==> src/rtl/freq_gate_ctrl.sv <==
// Gate window generator and result capture: period high GATE_CYCLES after start, result valid GATE+SETTLE+1 edges after start.
// Output is a single holding register; a capture while valid&!ready overwrites and raises sticky overrun.
module freq_gate_ctrl #(
    parameter int CNT_W         = 40,
    parameter int TIMER_W       = 32,
    parameter int GATE_CYCLES   = 50_000_000,
    parameter int SETTLE_CYCLES = 4,
    parameter int GAP_CYCLES    = 16
) (
    input  logic             clk,
    input  logic             rst_n,
    input  logic             start,
    input  logic             cont,
    output logic             period,
    input  logic [CNT_W-1:0] counter_in,
    output logic [CNT_W-1:0] result_data,
    output logic             result_valid,
    input  logic             result_ready,
    output logic             overrun,
    output logic             busy
);

    typedef enum logic [2:0] {
        IDLE    = 3'd0,
        GATE    = 3'd1,
        SETTLE  = 3'd2,
        CAPTURE = 3'd3,
        GAP     = 3'd4
    } state_t;

    localparam logic [TIMER_W-1:0] GATE_LAST   = TIMER_W'(GATE_CYCLES - 1);
    localparam logic [TIMER_W-1:0] SETTLE_LAST = TIMER_W'(SETTLE_CYCLES - 1);
    localparam logic [TIMER_W-1:0] GAP_LAST    = TIMER_W'(GAP_CYCLES - 1);

    state_t             state;
    state_t             state_nxt;
    logic [TIMER_W-1:0] timer;

    always_comb begin
        state_nxt = state;
        busy      = (state != IDLE);
        case (state)
            IDLE:    if (start) state_nxt = GATE;
            GATE:    if (timer == GATE_LAST) state_nxt = SETTLE;
            SETTLE:  if (timer == SETTLE_LAST) state_nxt = CAPTURE;
            CAPTURE: state_nxt = GAP;
            GAP:     if (timer == GAP_LAST) state_nxt = cont ? GATE : IDLE;
            default: state_nxt = IDLE;
        endcase
    end

    // Timer restarts on every state change and parks at zero in IDLE.
    always_ff @(posedge clk) begin
        if (!rst_n) begin
            state  <= IDLE;
            timer  <= '0;
            period <= 1'b0;
        end else begin
            state  <= state_nxt;
            timer  <= (state_nxt != state || state == IDLE) ? '0 : timer + TIMER_W'(1);
            period <= (state_nxt == GATE);
        end
    end

    // counter_in is only sampled in CAPTURE, after the settle window has let the bus go static.
    always_ff @(posedge clk) begin
        if (!rst_n) begin
            result_data  <= '0;
            result_valid <= 1'b0;
            overrun      <= 1'b0;
        end else begin
            if (state == CAPTURE) begin
                result_data  <= counter_in;
                result_valid <= 1'b1;
                if (result_valid && !result_ready) overrun <= 1'b1;
            end else if (result_valid && result_ready) begin
                result_valid <= 1'b0;
            end
            if (state == IDLE && start) overrun <= 1'b0;
        end
    end

endmodule

==> config.mk <==
export PLATFORM = sky130hd
export DESIGN_NAME = freq_gate_ctrl
export DESIGN_NICKNAME = d
export VERILOG_FILES = /design/src/rtl/freq_gate_ctrl.sv
export SDC_FILE = /design/constraint.sdc
export NUM_CORES = 1
export LEC_CHECK = 0
export CORE_MARGIN = 3
export CORE_UTILIZATION = 52
export CTS_BUF_LIST = sky130_fd_sc_hd__clkbuf_8 sky130_fd_sc_hd__clkbuf_16
export DETAILED_ROUTE_END_ITERATION = 12
export PLACE_DENSITY = 0.91
export SKIP_CTS_REPAIR_TIMING = 1
export SYNTH_ARGS = -nofsm -noshare
export SYNTH_HDL_FRONTEND = slang
export SYNTH_SLANG_ARGS = --single-unit
==> constraint.sdc <==
create_clock -name clk -period 3.5 [get_ports clk]
set_input_delay 0.7 -clock clk [delete_from_list [all_inputs] [get_ports clk]]
set_output_delay 0.7 -clock clk [all_outputs]
set_load 0.03 [all_outputs]
==> Yosys cells after proc, flatten, opt, wreduce, memory -nomap -nowiden <==
Index checks and enable logic that the tools add are counted.
{ "op_classes": {"n_addsub": 1, "bitwise_logic": 1, "reduce_logical": 11, "n_eq_ne": 9, "n_mux": 8} }
{ "ops": {"columns": ["cell", "count"], "rows": [
  ["adder 32 x 1 -> 32 bit, second input constant", 1],
  ["== test 32 x 2 -> 1 bit, second input constant", 1],
  ["== test 32 x 26 -> 1 bit, second input constant", 1],
  ["== test 32 x 4 -> 1 bit, second input constant", 1],
  ["case mux 3 bit (5 select lines)", 1],
  ["two-way mux 3 bit", 4],
  ["== test 3 x 1 -> 1 bit, second input constant", 2],
  ["== test 3 x 2 -> 1 bit, second input constant", 2],
  ["OR reduction 2 bit", 2],
  ["== test 3 bit, second input constant", 1],
  ["logical AND 1 bit", 3],
  ["zero test 3 bit", 1],
  ["two-way mux 1 bit", 3],
  ["!= test 3 bit", 1],
  ["nonzero test 3 bit", 1],
  ["AND reduction 2 bit", 1],
  ["nonzero test 2 bit", 1],
  ["zero test 1 bit", 1],
  ["logical OR 1 bit", 1],
  ["inverter 1 bit", 1]
]} }
{ "word_totals": {"input_bits": 45, "word_cells": 36, "out_inout_bits": 44, "reg_bits": 78} }

==> Depth between registers and ports, before layout <==
{ "depth": {"word_depth": 6, "ltp_mapped": 8, "ltp_nobuf": 6} }

==> Least setup slack after synthesis <==
OpenSTA, ideal clock, no wires.
{ "synth_path": {"kind": "register to register", "from": "register state[2]", "to": "register timer[12]", "arrival_ns": 1.735, "setup_time_ns": 0.116, "path_slack_ns": 1.649, "required_time_ns": 3.384, "path_stages_with_launch": 8, "period_less_slack_ns": 1.851, "n_path_buf": 2, "cell_sequence": "dfxtp_1 -> buf_6 -> or4b_4 -> o21ai_2 -> a311oi_1 -> o31ai_4 -> buf_6 -> nor2_1"} }
{ "synth_via": {"elab_chain_cells": 5, "elab_cells_between_ends": 13, "classes_between": "eq/ne (5); mux (5); reduce/logical (3)"} }
{ "synth_rtl": {"columns": ["item", "line", "source"], "rows": [
  ["start: declaration", "35", "state_t state;"],
  ["start signal: assignment", "59", "state <= state_nxt;"],
  ["== test 3 bit, or another cell as far along", "42", "case (state)"],
  ["case mux 3 bit (5 select lines)", "42", null],
  ["!= test 3 bit", "60", "timer <= (state_nxt != state || state == IDLE) ? '0 : timer + TIMER_W'(1);"],
  ["logical OR 1 bit (*)", "60", null],
  ["OR reduction 2 bit (no source line) (*)", null, null],
  ["end signal: assignment", "60", null],
  ["end: declaration", "37", "logic [TIMER_W-1:0] timer;"]
]} }
Mark *: on every way between the ends. The rest lies on a longest branch, timed or not.
A chain may end at the register's enable or synchronous reset.

==> Final worst setup path <==
{ "layout_path": {"from": "register state[0]", "to": "output port busy"} }
{ "layout_via": {"elab_chain_cells": 1} }
{ "layout_rtl": {"columns": ["item", "line", "source"], "rows": [
  ["nonzero test 3 bit", "41", "busy = (state != IDLE);"],
  ["end: declaration", "20", "output logic busy"]
]} }
No other way between the ends.

==> flow_summary.json <==
{
  "run_status": "complete, no violations",
  "rr_startpoint": "state[1]$_SDFF_PN0_",
  "syn_inst": 396,
  "ioPinCount": 89,
  "crit_fanout": 10,
  "vias": 2974,
  "clk_latency_ns": 0.35,
  "fin_cells": 553,
  "worst_ir_drop_vdd_mv": 0.280,
  "nFillCells": 423,
  "portBuffers": 88,
  "cts_inserted_buffers": 9,
  "core_um2": 6100,
  "via_per_inst": 5.38,
  "rsz0062_at_grt": "false",
  "rr_endpoint": "timer[3]$_SDFF_PP0_",
  "final_nets": 519,
  "crit_chain": "nor3_1 -> inv_1 -> clkdlybuf4s50_1",
  "critPathCaptureType": "output pin",
  "async_flop_share_pct": 0,
  "placed_cells": 537,
  "period_share_pct": 70.9,
  "whs_endpoint": "result_data[37]$_SDFFE_PN0P_",
  "arrival_ns": 1.78,
  "synth_cell_types": 40,
  "diodes": 0,
  "tightest_slew_ns": 0.829,
  "r2r_cells": 6,
  "hpwlAfterDp_mm": 5.55,
  "rows": 28,
  "route.detailed.drc": 0,
  "syn_nets": 442,
  "wl_per_cell_um": 14.7,
  "finalCriticalPeriod_ns": 2.48,
  "die_w_um": 86.3,
  "drv_slew": 0,
  "pwr_density_cell_nw_per_um2": 401,
  "synth_flop_cell": "dfxtp_1",
  "yosysSeqAreaShare_pct": 46.5,
  "slew_headroom_pct": 44.6,
  "max_stage_delay_ns": 0.68,
  "fp.dieArea_um2": 7450,
  "criticalPathCategory": "reg -> out",
  "cts_num_sinks": 78,
  "synth_top_area_share_pct": 46.5,
  "synth.largest_area_cell": "dfxtp_1",
  "drt_iter0_drc": 211,
  "mappedNetlistArea_um2": 3360,
  "max_cap_viol_count": 0,
  "grt_pass1_wl_mm": 13.6,
  "ys_warn_count": 0,
  "grt_pass1_vias": 2878,
  "min_path_type": "reg -> reg",
  "postSynthAreaPerCell_um2": 8.47,
  "die_y_um": 86.3,
  "synth-edff-count": 0,
  "grt_usage_pct": 22.7,
  "antenna_found_initial": 0,
  "cts_tree": "yes",
  "grt_max_degree": 41,
  "synth-seq-cells": 78,
  "fin_hold_ws_ns": 0.467,
  "grt_overflow": 0,
  "area_growth_pct": 33.0,
  "start_util_pct": 55.0,
  "synth_area_leaders": "dfxtp_1 (47%), nand2_1 (10%), a21boi_0 (9.4%)",
  "whs_path_depth": 2,
  "finalSetupTns_ns": 0,
  "critPathRequiredTime_ns": 2.80,
  "routed_wl_mm": 8.13,
  "drive_above_1_share_pct": 5.86,
  "path_clk_slew_ns": 0.08,
  "setup-violations-final": 0,
  "min_from": "result_data[37]$_SDFFE_PN0P_",
  "finClkSkew_ns": 0.0110,
  "ant_nets": 0,
  "cp_slowest_cell": "clkdlybuf4s50_1",
  "fmax_mhz": 403,
  "cts_root_buf": "clkbuf_8",
  "cp-start-kind": "register",
  "power.leakage_uw": 0.00146,
  "gp_congestion": 0.855,
  "clk_path_buf_depth": 2,
  "regToRegSetupSlack_ns": 1.36,
  "first_pass_iters": 4,
  "finalHoldViolations": 0,
  "cts_max_level": 3
}
## synthesized netlist by cell type (6+ instances only)
cell      number
nand3_1       14
a21boi_0      42
dfxtp_1       78
inv_1         10
xnor2_1       25
nor4_1         9
nor3_1        12
xor2_1         6
clkbuf_1      17
nor2_1        43
nand2_1       91
## flip-flops by register name (all words and copies together), names as in the netlist
signal	flops
result_valid	1
result_data	40
period	1
state	3
overrun	1
timer	32
## cells in the final DEF, fill, tap and decap left out, types with 6 or more instances in the layout
master	synthesis	final
a21boi_0	42	42
clkbuf_8	0	9
clkdlybuf4s50_1	0	88
dfxtp_1	78	78
inv_1	10	11
nand2_1	91	91
nand3_1	14	14
nor2_1	43	43
nor3_1	12	12
nor4_1	9	9
xnor2_1	25	25
xor2_1	6	6
## worst max-delay path: cells and delay by family (launching register included)
family / cells / cell delay [ns]
DFF: 1 / 0.54
and+or+nand+nor: 1 / 0.14
buffers and inverters: 2 / 0.75
## area by class of cell
cell class                 count  area (µm²)  share of cell area (%)
clock buffer                   9         124                    2.77
clock inverter                 7         114                    2.55
inverter                      10        37.5                   0.841
multi-input combinational    282        1620                    36.4
sequential                    78        1560                    35.0
tap                           75        93.8                    2.10
timing repair buffer          92         911                    20.4
## layer usage
layer	vias to the layer above	track usage, %	wire length [µm]
met3	22	4.75	421
met2	91	38.3	4140
met5	-	0	0
met1	1403	27.1	3330
met4	0	11.6	233
li1	1458	-	-
## power breakdown
group / internal (µW) / switching, µW / total (µW) / leakage [µW]
Sequential: 891 / 5.50 / 896 / 0.000629
Combinational: 61.6 / 38.0 / 99.7 / 0.000718
Clock: 470 / 323 / 793 / 0.000117
Total: 1420 / 367 / 1790 / 0.00146
## worst max path at each step
stage / cells after the start / endpoint / from / slack (ns)
after floorplan: 7 / timer[12]$_SDFF_PP0_ / state[2]$_SDFF_PN0_ / 1.65
after detailed placement: 4 / period$_SDFF_PN0_ / rst_n / 1.14
after global placement: 4 / period$_SDFF_PN0_ / rst_n / 1.17
after CTS: 3 / busy / state[0]$_SDFF_PN0_ / 1.01
final: 3 / busy / state[0]$_SDFF_PN0_ / 1.02
after global routing: 3 / busy / state[0]$_SDFF_PN0_ / 0.92
## per-stage QoR
stage          util [%]  power (µW)  cell area (µm²)  worst slack, ns
2_1_floorplan         -         957             3360             1.65
3_3_place_gp       69.3        1010             4230             1.17
3_5_place_dp       69.3        1020             4230             1.14
4_1_cts            73.2        1800             4460             1.01
5_1_grt            73.2        1860             4460            0.919
6_report           73.2        1790             4460             1.02
## logic make-up after synthesis
family	after synthesis	synth area share [%]
fa+ha+maj	1	0.373
xor+xnor	31	8.09
buf+inv	36	5.11
flops	78	46.5
compound gates	53	12.3
simple gates	197	27.6
(Power assumes the default switching activity.)
==> RTL edit, RTL diff (same settings) <==
Encoding of `state_t`: now one-hot (5 bits for 5 states).
--- a/src/rtl/freq_gate_ctrl.sv
+++ b/src/rtl/freq_gate_ctrl.sv
@@ -20,12 +20,12 @@
     output logic             busy
 );
 
-    typedef enum logic [2:0] {
-        IDLE    = 3'd0,
-        GATE    = 3'd1,
-        SETTLE  = 3'd2,
-        CAPTURE = 3'd3,
-        GAP     = 3'd4
+    typedef enum logic [4:0] {
+        IDLE    = 5'b00001,
+        GATE    = 5'b00010,
+        SETTLE  = 5'b00100,
+        CAPTURE = 5'b01000,
+        GAP     = 5'b10000
     } state_t;
 
     localparam logic [TIMER_W-1:0] GATE_LAST   = TIMER_W'(GATE_CYCLES - 1);
Behaviour: no difference found for any inputs over 10 cycles, from zero or initial values and one cycle with rst_n low; not proved beyond that.
==> RTL edit against the original RTL <==
Routed wire length is 8.2% higher. Via count is 8.6% higher. Count of clock-buffer cells in the layout stayed put. Highest routed layer unchanged. Die area is 4.2% higher. Cell area is 3.1% higher. Total power is 5.2% lower. Sequential cell count is 2 higher. Synthesized area is 4.5% higher. Worst setup slack worse by 0.42 ns. Hold slack worse by 0.012 ns.
==> RTL edit: results (changes against the original RTL) <==
| Metric | Value |
|---|---|
| Fillers | 475 (was 423) |
| Placed cells | 566 (was 537) |
| Uppermost layer routed | met4 (unchanged) |
| Vias in the first global route | 3061 (was 2878) |
| Initial detailed-routing violation count | 294 (was 211) |
| DRT met1 WL | 3592 um (was 3331 um) |
| Met2 wire len | 4497 um (was 4144 um) |
| Initial antenna violation count | 0 (unchanged) |
| Synth top cells by count | 99 x nand2_1, 80 x dfxtp_1, 46 x a21oi_1 (was 91 x nand2_1, 78 x dfxtp_1, 43 x nor2_1) |
| Gp weighted congestion | 0.8332 (was 0.8548) |
| Worst path max stage delay | 0.61 ns (was 0.68 ns) |
| First drt pass iteration count | 5 (was 4) |
| Worst r2r src | timer[17] (was state[1]) |
| Critical Path Fanout Max | 7 (was 10) |
| Worst Path Arrival | 2.20 ns (was 1.78 ns) |
| Total track usage | 22.61% (was 22.69%) |
| Top delay family on crit path | simple AND/OR/NAND/NOR gates (was buffers and inverters) |
| Sequential area share after synthesis | 45.67% (was 46.53%) |
| Worst-case clock buffer depth | 2 (unchanged) |
| Fraction of registers with async set/reset | 0% (unchanged) |
| Number of buffers added on ports | 88 (unchanged) |
| Worst flop-to-flop path endpoint | timer[8] (was timer[3]) |
| Hold_sp | result_data[37] (unchanged) |
| Outcome | finished, final reports clean (unchanged) |
| Worst Max-Slew Pin Slew | 0.7811 ns (was 0.8290 ns) |
| Yosys warnings | 0 (unchanged) |
| Worst-path clk slew | 0.08 ns (about the same) |
| Clk_skew | 0.01104 ns (was 0.01098 ns) |
| Hold_ws | 0.4550 ns (was 0.4668 ns) |
| Met3 Wirelength | 435 um (was 421 um) |
| Hold Path Stages | 2 (unchanged) |
| Dpl ws | 0.9863 ns (was 1.136 ns) |
| DP Area | 4400 sq um (was 4227 sq um) |
| Layout cells sized above 1 | 8.119% (was 5.858%) |
| Vias | 3231 (was 2974) |
| Vias/cell | 5.552 (was 5.378) |
| FF-to-FF path depth | 5 (was 6) |
| Worst min path class | flip-flop to flip-flop (unchanged) |
| Largest regs | result_data x40, timer x32, state x5 (was result_data x40, timer x32, state x3) |
| Pin count of the biggest net entering global routing | 47 (was 41) |
| GR Util met3 | 4.986% (was 4.753%) |
| First-pass GRT wire length | 13960 um (was 13560 um) |
| Syn avg cell area | 8.330 sq um (was 8.474 sq um) |
| M1 GR Usage | 28.17% (was 27.13%) |
| Yosys cell types | 42 (was 40) |
| CTS root buf | clkbuf_8 (unchanged) |
| Reg-to-reg slack, setup | 1.18 ns (was 1.36 ns) |
| Static Leak | 1.485 nW (was 1.463 nW) |
| GR Layer Usage met2 | 37.33% (was 38.32%) |
| Synth Net Count | 467 (was 442) |
| Row count | 29 (was 28) |
| Drt wl/cell | 15.11 um (was 14.70 um) |
| H-tree lvl count | 3 (unchanged) |
| Post-DP HPWL | 6224 um (was 5553 um) |
| Area contributors post-synth | dfxtp_1 46%, nand2_1 11%, a21oi_1 6.6% (was dfxtp_1 47%, nand2_1 10%, a21boi_0 9.4%) |
| Worst VDD drop | 266.0 uV (was 280.0 uV) |
| Nets | 546 (was 519) |
-- RTL edit: changes by cell type after synthesis, moves of 5 or more --
cell	delta
a21oi_1	+45
a21boi_0	-42
nor3b_2	+9
nand2_1	+8
nand4_1	+8
nor2_1	-7
nor3_1	-6
xor2_1	+5
-- RTL edit: cells by family after synthesis --
group,count (synthesis),synth area share [%]
and+or+nand+nor,222,32.96
DFF,80,45.67
AOI/OAI and AO/OA,56,9.240
xor gates and xnor gates,32,7.991
buffers and inverters,30,3.781
adders and majority gates,1,0.3567
-- RTL edit: tightest hold or removal path: cells and delay by family (launching register included) --
| family | cells | cell delay, ns |
|---|---|---|
| DFF | 1 | 0.31 |
| and+or+nand+nor | 1 | 0.05 |
| AOI/OAI and AO/OA | 1 | 0.05 |
-- RTL edit: area by class of cell --
cell class | count | area [sq um] | share of cell area, %
Timing Repair Buffer | 91 | 903.4 | 19.63
Inverter | 7 | 26.28 | 0.5710
Sequential cell | 80 | 1602 | 34.80
Clock inverter | 7 | 77.57 | 1.686
Clock buffer | 9 | 123.9 | 2.692
Tap cell | 77 | 96.34 | 2.094
Multi-Input combinational cell | 311 | 1773 | 38.53
-- RTL edit: report_power, final --
group          switching (mW)  internal [mW]  total, mW  leakage (nW)
Sequential            0.00368          0.912      0.916         0.645
Combinational          0.0313         0.0553     0.0866         0.739
Clock                   0.356          0.337      0.693         0.101
Total                   0.391           1.30       1.70          1.48
-- RTL edit: worst max-delay path by stage --
stage / end / cells past startpoint / from / slack [ns]
floorplan: busy / 3 / state[2] / 1.49
global placement: busy / 3 / state[0] / 1.03
detailed placement: busy / 3 / state[0] / 0.99
CTS: busy / 3 / state[0] / 0.60
global route: busy / 3 / state[0] / 0.51
finish: busy / 3 / state[0] / 0.60
